`src/rtl/droid_cmd_sequencer.sv`:
```
// droid_cmd_sequencer: command FIFO and dispatcher driving the mode, target, rank and battery registers
module droid_cmd_sequencer #(
    parameter int FIFO_DEPTH      = 4,
    parameter int BATT_SWITCH_CYC = 3
) (
    input  logic        clk,
    input  logic        rst,
    input  logic        cmd_valid,
    output logic        cmd_ready,
    input  logic [3:0]  cmd_opcode,
    input  logic [7:0]  cmd_data,
    input  logic [15:0] cmd_loc,
    input  logic [15:0] gps,
    output logic [1:0]  mode,
    output logic [15:0] target_loc,
    output logic [7:0]  rank,
    output logic [1:0]  batt,
    output logic        at_loc,
    output logic        busy,
    output logic        err
);
    localparam int PW = $clog2(FIFO_DEPTH);
    localparam int CW = (BATT_SWITCH_CYC > 1) ? $clog2(BATT_SWITCH_CYC) : 1;
    localparam logic [3:0] OP_NOOP     = 4'b0000;
    localparam logic [3:0] OP_STANDBY  = 4'b0100;
    localparam logic [3:0] OP_ATTACK   = 4'b0101;
    localparam logic [3:0] OP_GOTO     = 4'b0110;
    localparam logic [3:0] OP_TARGET   = 4'b0111;
    localparam logic [3:0] OP_RANK     = 4'b1000;
    localparam logic [3:0] OP_BATTERY  = 4'b1001;
    localparam logic [3:0] OP_ATLOC    = 4'b1010;
    localparam logic [3:0] OP_RESET    = 4'b1100;
    localparam logic [3:0] OP_SHUTDOWN = 4'b1101;

    typedef enum logic [1:0] {IDLE = 2'd0, BATT_WAIT = 2'd1, GOTO_WAIT = 2'd2} state_t;

    state_t        state_q, state_d;
    logic [27:0]   mem [FIFO_DEPTH];
    logic [PW:0]   wr_ptr, rd_ptr;
    logic [CW-1:0] cnt_q, cnt_d;
    logic [1:0]    pend_q, pend_d;
    logic          goto_q, goto_d;
    logic [3:0]    h_op;
    logic [7:0]    h_data;
    logic [15:0]   h_loc;
    logic          empty, full, arrived, pop, do_reset, push, batt_chg;
    logic          dec_mode_v, dec_tgt_v, dec_err, dec_goto, breq_v;
    logic [1:0]    dec_mode, breq;
    logic [8:0]    rank_sum;
    logic [1:0]    mode_d, batt_d;
    logic [15:0]   tgt_d;
    logic [7:0]    rank_d;
    logic          at_loc_d, err_d;

    assign empty     = wr_ptr == rd_ptr;
    assign full      = (wr_ptr[PW] != rd_ptr[PW]) && (wr_ptr[PW-1:0] == rd_ptr[PW-1:0]);
    assign {h_op, h_data, h_loc} = mem[rd_ptr[PW-1:0]];
    assign arrived   = gps == target_loc;
    assign pop       = !empty && (state_q == IDLE ||
                       (state_q == GOTO_WAIT && !arrived && (h_op == OP_SHUTDOWN || h_op == OP_RESET)));
    assign do_reset  = pop && h_op == OP_RESET;
    assign cmd_ready = !full && !do_reset;
    assign push      = cmd_valid && cmd_ready;
    assign busy      = state_q != IDLE;
    assign batt_chg  = breq_v && breq != batt;
    assign rank_sum  = {1'b0, rank} + {1'b0, h_data};

    // command storage; contents need no reset since the pointers define validity
    always_ff @(posedge clk)
        if (push) mem[wr_ptr[PW-1:0]] <= {cmd_opcode, cmd_data, cmd_loc};

    // FIFO pointers; a RESET command flushes everything still queued
    always_ff @(posedge clk or posedge rst)
        if (rst) begin
            wr_ptr <= '0;
            rd_ptr <= '0;
        end else if (do_reset) begin
            wr_ptr <= '0;
            rd_ptr <= '0;
        end else begin
            if (push) wr_ptr <= wr_ptr + (PW+1)'(1);
            if (pop)  rd_ptr <= rd_ptr + (PW+1)'(1);
        end

    // decode the popped command into register updates and a battery request
    always_comb begin
        dec_mode_v = 1'b0;
        dec_mode   = 2'b00;
        dec_tgt_v  = 1'b0;
        dec_err    = 1'b0;
        dec_goto   = 1'b0;
        breq_v     = 1'b0;
        breq       = 2'b00;
        if (pop)
            case (h_op)
                OP_SHUTDOWN: begin dec_mode_v = 1'b1; dec_mode = 2'b00; breq_v = 1'b1; breq = 2'b10; end
                OP_STANDBY:  begin dec_mode_v = 1'b1; dec_mode = 2'b01; breq_v = 1'b1; breq = 2'b01; end
                OP_ATTACK:   begin dec_mode_v = 1'b1; dec_mode = 2'b11; breq_v = 1'b1; breq = 2'b11; end
                OP_GOTO: begin
                    dec_mode_v = 1'b1;
                    dec_mode   = 2'b10;
                    dec_tgt_v  = 1'b1;
                    dec_goto   = 1'b1;
                    breq_v     = 1'b1;
                    breq       = 2'b01;
                end
                OP_TARGET:  dec_tgt_v = 1'b1;
                OP_BATTERY: begin
                    dec_err = h_data[1:0] == 2'b00;
                    breq_v  = h_data[1:0] != 2'b00;
                    breq    = h_data[1:0];
                end
                OP_NOOP, OP_RESET, OP_RANK, OP_ATLOC: ;
                default: dec_err = 1'b1;
            endcase
    end

    // sequencer state register with changeover bookkeeping
    always_ff @(posedge clk or posedge rst)
        if (rst) begin
            state_q <= IDLE;
            cnt_q   <= '0;
            pend_q  <= 2'b10;
            goto_q  <= 1'b0;
        end else begin
            state_q <= state_d;
            cnt_q   <= cnt_d;
            pend_q  <= pend_d;
            goto_q  <= goto_d;
        end

    // next state: changeover wait, GOTO travel, or back to dispatching
    always_comb begin
        state_d = state_q;
        cnt_d   = cnt_q;
        pend_d  = pend_q;
        goto_d  = goto_q;
        case (state_q)
            BATT_WAIT:
                if (cnt_q == '0) state_d = goto_q ? GOTO_WAIT : IDLE;
                else cnt_d = cnt_q - CW'(1);
            default:
                if (do_reset) state_d = IDLE;
                else if (batt_chg) begin
                    state_d = BATT_WAIT;
                    cnt_d   = CW'(BATT_SWITCH_CYC - 1);
                    pend_d  = breq;
                    goto_d  = dec_goto;
                end else if (dec_goto) state_d = GOTO_WAIT;
                else if (pop || arrived) state_d = IDLE;
        endcase
    end

    // next values of the architectural registers
    always_comb begin
        mode_d   = do_reset ? 2'b00 : dec_mode_v ? dec_mode : (state_q == GOTO_WAIT && arrived) ? 2'b01 : mode;
        tgt_d    = do_reset ? 16'h0000 : dec_tgt_v ? h_loc : target_loc;
        rank_d   = do_reset ? 8'd1 : (pop && h_op == OP_RANK) ? (rank_sum[8] ? 8'hFF : rank_sum[7:0]) : rank;
        batt_d   = do_reset ? 2'b10 : (state_q == BATT_WAIT && cnt_q == '0) ? pend_q : batt;
        at_loc_d = do_reset ? 1'b0 : (pop && h_op == OP_ATLOC) ? ((h_loc == 16'h0000) ? arrived : gps == h_loc) : at_loc;
        err_d    = dec_err;
    end

    // architectural output registers
    always_ff @(posedge clk or posedge rst)
        if (rst) begin
            mode       <= 2'b00;
            target_loc <= 16'h0000;
            rank       <= 8'd1;
            batt       <= 2'b10;
            at_loc     <= 1'b0;
            err        <= 1'b0;
        end else begin
            mode       <= mode_d;
            target_loc <= tgt_d;
            rank       <= rank_d;
            batt       <= batt_d;
            at_loc     <= at_loc_d;
            err        <= err_d;
        end
endmodule

```
`config.mk`:
```
export PLATFORM = sky130hd
export DESIGN_NAME = droid_cmd_sequencer
export DESIGN_NICKNAME = d
export VERILOG_FILES = /design/src/rtl/droid_cmd_sequencer.sv
export SDC_FILE = /design/constraint.sdc
export NUM_CORES = 1
export LEC_CHECK = 0
export ABC_AREA = 1
export CORE_MARGIN = 2
export CORE_UTILIZATION = 51
export CTS_BUF_LIST = sky130_fd_sc_hd__clkbuf_16
export DETAILED_ROUTE_END_ITERATION = 10
export MAX_ROUTING_LAYER = met4
export PLACE_DENSITY = 0.87
export SLEW_MARGIN = 30
export SYNTH_ARGS = -nofsm -noshare
export SYNTH_HDL_FRONTEND = slang
export SYNTH_SLANG_ARGS = --single-unit
```
`constraint.sdc`:
```
create_clock -name clk -period 3.4 [get_ports clk]
set_input_delay 0.51 -clock clk [delete_from_list [all_inputs] [get_ports clk]]
set_output_delay 0.51 -clock clk [all_outputs]
set_load 0.03 [all_outputs]
```
==> qor.tcl <==
set qor(run_status) {finished, final reports clean}
set qor(post_route_cells_drive_above_1_share) 0.106
set qor(netSwitchingFraction) 0.436
set qor(synth-async-reset-ratio) 0.277
set qor(post-cts-setup-buffer-count) 0
set qor(crit_path_end_kind) {output pin}
set qor(nNetsFinal) 895
set qor(synth_cell_type_count) 48
set qor(setup_viol) 0
set qor(timing.final.max_slew_violations) 0
set qor(vdd_drop_max_uv) 590
set qor(ioPinCount) 79
set qor(tritoncts_clock_tree) {yes}
set qor(floorplan.die_area_um2) 15700
set qor(post_synth_instance_area_um2) 7500
set qor(diodes) 0
set qor(global_route_wire_length_before_repair_um) 27600
set qor(cts.sinks) 155
set qor(seq_power_share) 0.316
set qor(timing.final.hold_violations) 0
set qor(yosys.area.top_type) {edfxtp_1}
set qor(avgSynthCellArea_um2) 10.1
set qor(start_util) 0.520
set qor(detail_route.first_pass.iterations) 7
set qor(ys_ff_latch) 155
set qor(commonest_cells_after_routing_fill_and_taps_aside) {nand2_1 (219), edfxtp_1 (112), clkdlybuf4s50_1 (77), inv_1 (76), nand3_1 (52)}
set qor(globalRoute.totalOverflow) 0
set qor(timing.final.crit_share) 0.942
set qor(finClkSkew_ps) 13.1
set qor(drt-wirelength-per-cell_um) 16.8
set qor(path_class) {primary input to output pin}
set qor(power_dissipated_by_switching_net_loads_uw) 3960
set qor(grt_usage) 0.235
set qor(detailroute.via_count) 5575
set qor(route.detailed.drc) 0
set qor(synth_top_cells_by_area) {edfxtp_1 (45%), dfrtp_1 (13%), nand2_1 (11%)}
set qor(chipHeight_um) 125
set qor(drt.antenna.violating_nets) 0
set qor(routabilityCongestion) 0.906
set qor(fmaxAchievable_mhz) 312
set qor(nFillCells) 1114
set qor(synth-compound-area-share) 0.0793
set qor(ctsHtreeMaxLevel) 4
set qor(rsz_0062_raised_after_global_routing) {false}
set qor(cts_hold_repair.buffers) 0
set qor(synth_edf_count) 112
set qor(synth_mux_area_frac) 0
set qor(clkTransAtPathRegs_ps) 60
set qor(die_width_um) 125
set qor(dpl.hpwl_um) 12000
set qor(drv.max_cap_violation_count) 0
set qor(synthesis.nets) 803
set qor(maximum_number_of_pins_on_one_net_before_global_route_repair) 35
set qor(yosys.area_share.adder) 0.0260
set qor(synthesis.yosys.warnings) 0
set qor(vias_in_the_first_global_route) 5432
set qor(drtIter0Drc) 585
set qor(parity_gate_share_of_the_synthesized_area_counting_xor_and_xnor_cells) 0.0210
set qor(synth_sequential_area_ratio) 0.593
set qor(initial_antenna_violation_count) 0
set qor(floorplan.rows) 44
set qor(wl_um) 17300
set qor(netlist_instances) 741
set qor(worst_hold_path_type) {primary input to asynchronous set/reset pin}
set qor(area_growth_pct) 20.3
set qor(timing.critical_path.from_type) {primary input}
set qor(cts_root_buffer) {clkbuf_16}
set qor(cts_max_path_buffers) 2
set qor(routed_via_density) 5.41
set qor(power_report.internal_total_uw) 5130
set qor(portBuffers) 78
set qor(post_synth_and_or_nand_nor_area_fraction) 0.218
set qor(min_period_ps) 3200
set qor(worstPathArrival_ps) 2690
set qor(timing.slew.headroom) 0.589
set qor(synth_largest_type_area_fraction) 0.449
set qor(synth_top_family_by_area) {simple AND/OR/NAND/NOR gates}
set qor(path_max_fanout) 13
set qor(cp_data_required_time_ps) 2890
set qor(synth-main-ff-cell) {edfxtp_1}
set qor(tns_ps) 0
set qor(worst_pin_slew_ps) 616
set qor(power_density_nw_per_um2) 1010
set qor(clock_power_share) 0.187
set qor(cts_resized) 0
set qor(numCtsBuffers) 17
set qor(leak_uw) 0.00380
set qor(layout.cells.most_common) {nand2_1}
set qor(final_core_util) 0.625
set qor(power.share.combinational) 0.497
set qor(clock_insertion_delay_worst_skew_ps) 440
set qor(core_area_um2) 14400
-- cells in the mapped netlist, drive strengths merged, types with 2 or more instances --
| library cell | count |
|---|---|
| ha | 14 |
| clkbuf | 3 |
| dfstp | 3 |
| o21ai | 43 |
| edfxtp | 112 |
| nand2 | 230 |
| and2 | 2 |
| dfrtp | 40 |
| xor2 | 17 |
| a21oi | 15 |
| nor4 | 2 |
| nand4 | 10 |
| o211ai | 3 |
| nor2 | 55 |
| buf | 19 |
| or2 | 4 |
| o22ai | 26 |
| inv | 76 |
| nand3 | 57 |
-- worst paths after layout --
| kind | endpoint | from | cells after the start | slack [ps] |
|---|---|---|---|---|
| setup / recovery | cmd_ready | gps[10] | 18 | 200 |
| hold / removal | at_loc | rst | 2 | 480 |
| setup reg to reg | rank[6] | rd_ptr[0] | 14 | 360 |
| hold reg to reg | at_loc | at_loc | 2 | 480 |
| max in group asynchronous | target_loc[15] | rst | 3 | 2190 |
| min in group clk | at_loc | at_loc | 2 | 480 |
-- kinds of logic (layout without fill, tap and decap cells) --
family,Yosys count,count (layout)
compound gates,93,93
xor+xnor,18,18
fa+ha+maj,15,15
buf+inv,99,204
flops,155,155
simple gates,361,361
-- layer usage --
metal / up-vias / track usage / part of all wire
met3: 41 / 0.0488 / 0.064
met5: - / - / 0
li1: 2682 / - / -
met4: 0 / 0.102 / 0.031
met2: 247 / 0.372 / 0.48
met1: 2605 / 0.295 / 0.42
-- metrics by stage --
step	cells	hold slack [ps]	power, uW	worst slack, ps	cell area (um^2)
after global routing	1030	506	9690	18.5	9010
after global placement	998	462	7240	231	8490
after floorplan	741	451	6120	56.0	7500
after CTS	1030	482	9090	152	9010
after detailed placement	998	465	7370	127	8490
final	1030	478	9090	199	9010
-- critical path: stages --
cell,delay (ps)
clkdlybuf4s50_1,540
inv_1,70
nand2_1,60
nand2_1,60
nor2_1,150
nand2_1,90
nor2_1,120
nand2_1,110
nand2_1,130
nand2_4,100
nand2_8,110
inv_8,60
nand2_8,90
clkinv_4,80
nand2_8,130
nand2_1,70
inv_1,60
buf_4,150
-- flip-flops by register name (all words and copies together) (netlist names) --
| signal | cells |
|---|---|
| goto_q | 1 |
| pend_q | 2 |
| err | 1 |
| at_loc | 1 |
| cnt_q | 2 |
| mode | 2 |
| target_loc | 16 |
| mem | 112 |
| rank | 8 |
| state_q | 2 |
| batt | 2 |
| wr_ptr | 3 |
| rd_ptr | 3 |
-- cell type report --
class | count | area [um^2] | area share
Clock buffer | 17 | 425 | 0.0472
Clock inverter | 15 | 98.8 | 0.0110
Inverter | 77 | 302 | 0.0334
Multi-Input combinational cell | 487 | 2590 | 0.288
Sequential cell | 155 | 4440 | 0.493
Tap cell | 184 | 230 | 0.0255
Timing Repair Buffer | 95 | 922 | 0.102
-- power groups by stage --
stage | logic, uW | registers, uW | clock network [uW]
2_1_floorplan | 2960 | 3160 | 0
3_3_place_gp | 4360 | 2880 | 0
3_5_place_dp | 4470 | 2890 | 0
4_1_cts | 4510 | 2870 | 1710
5_1_grt | 4960 | 2930 | 1800
6_report | 4520 | 2870 | 1700
No activity file was read; power rests on OpenSTA's default activity.
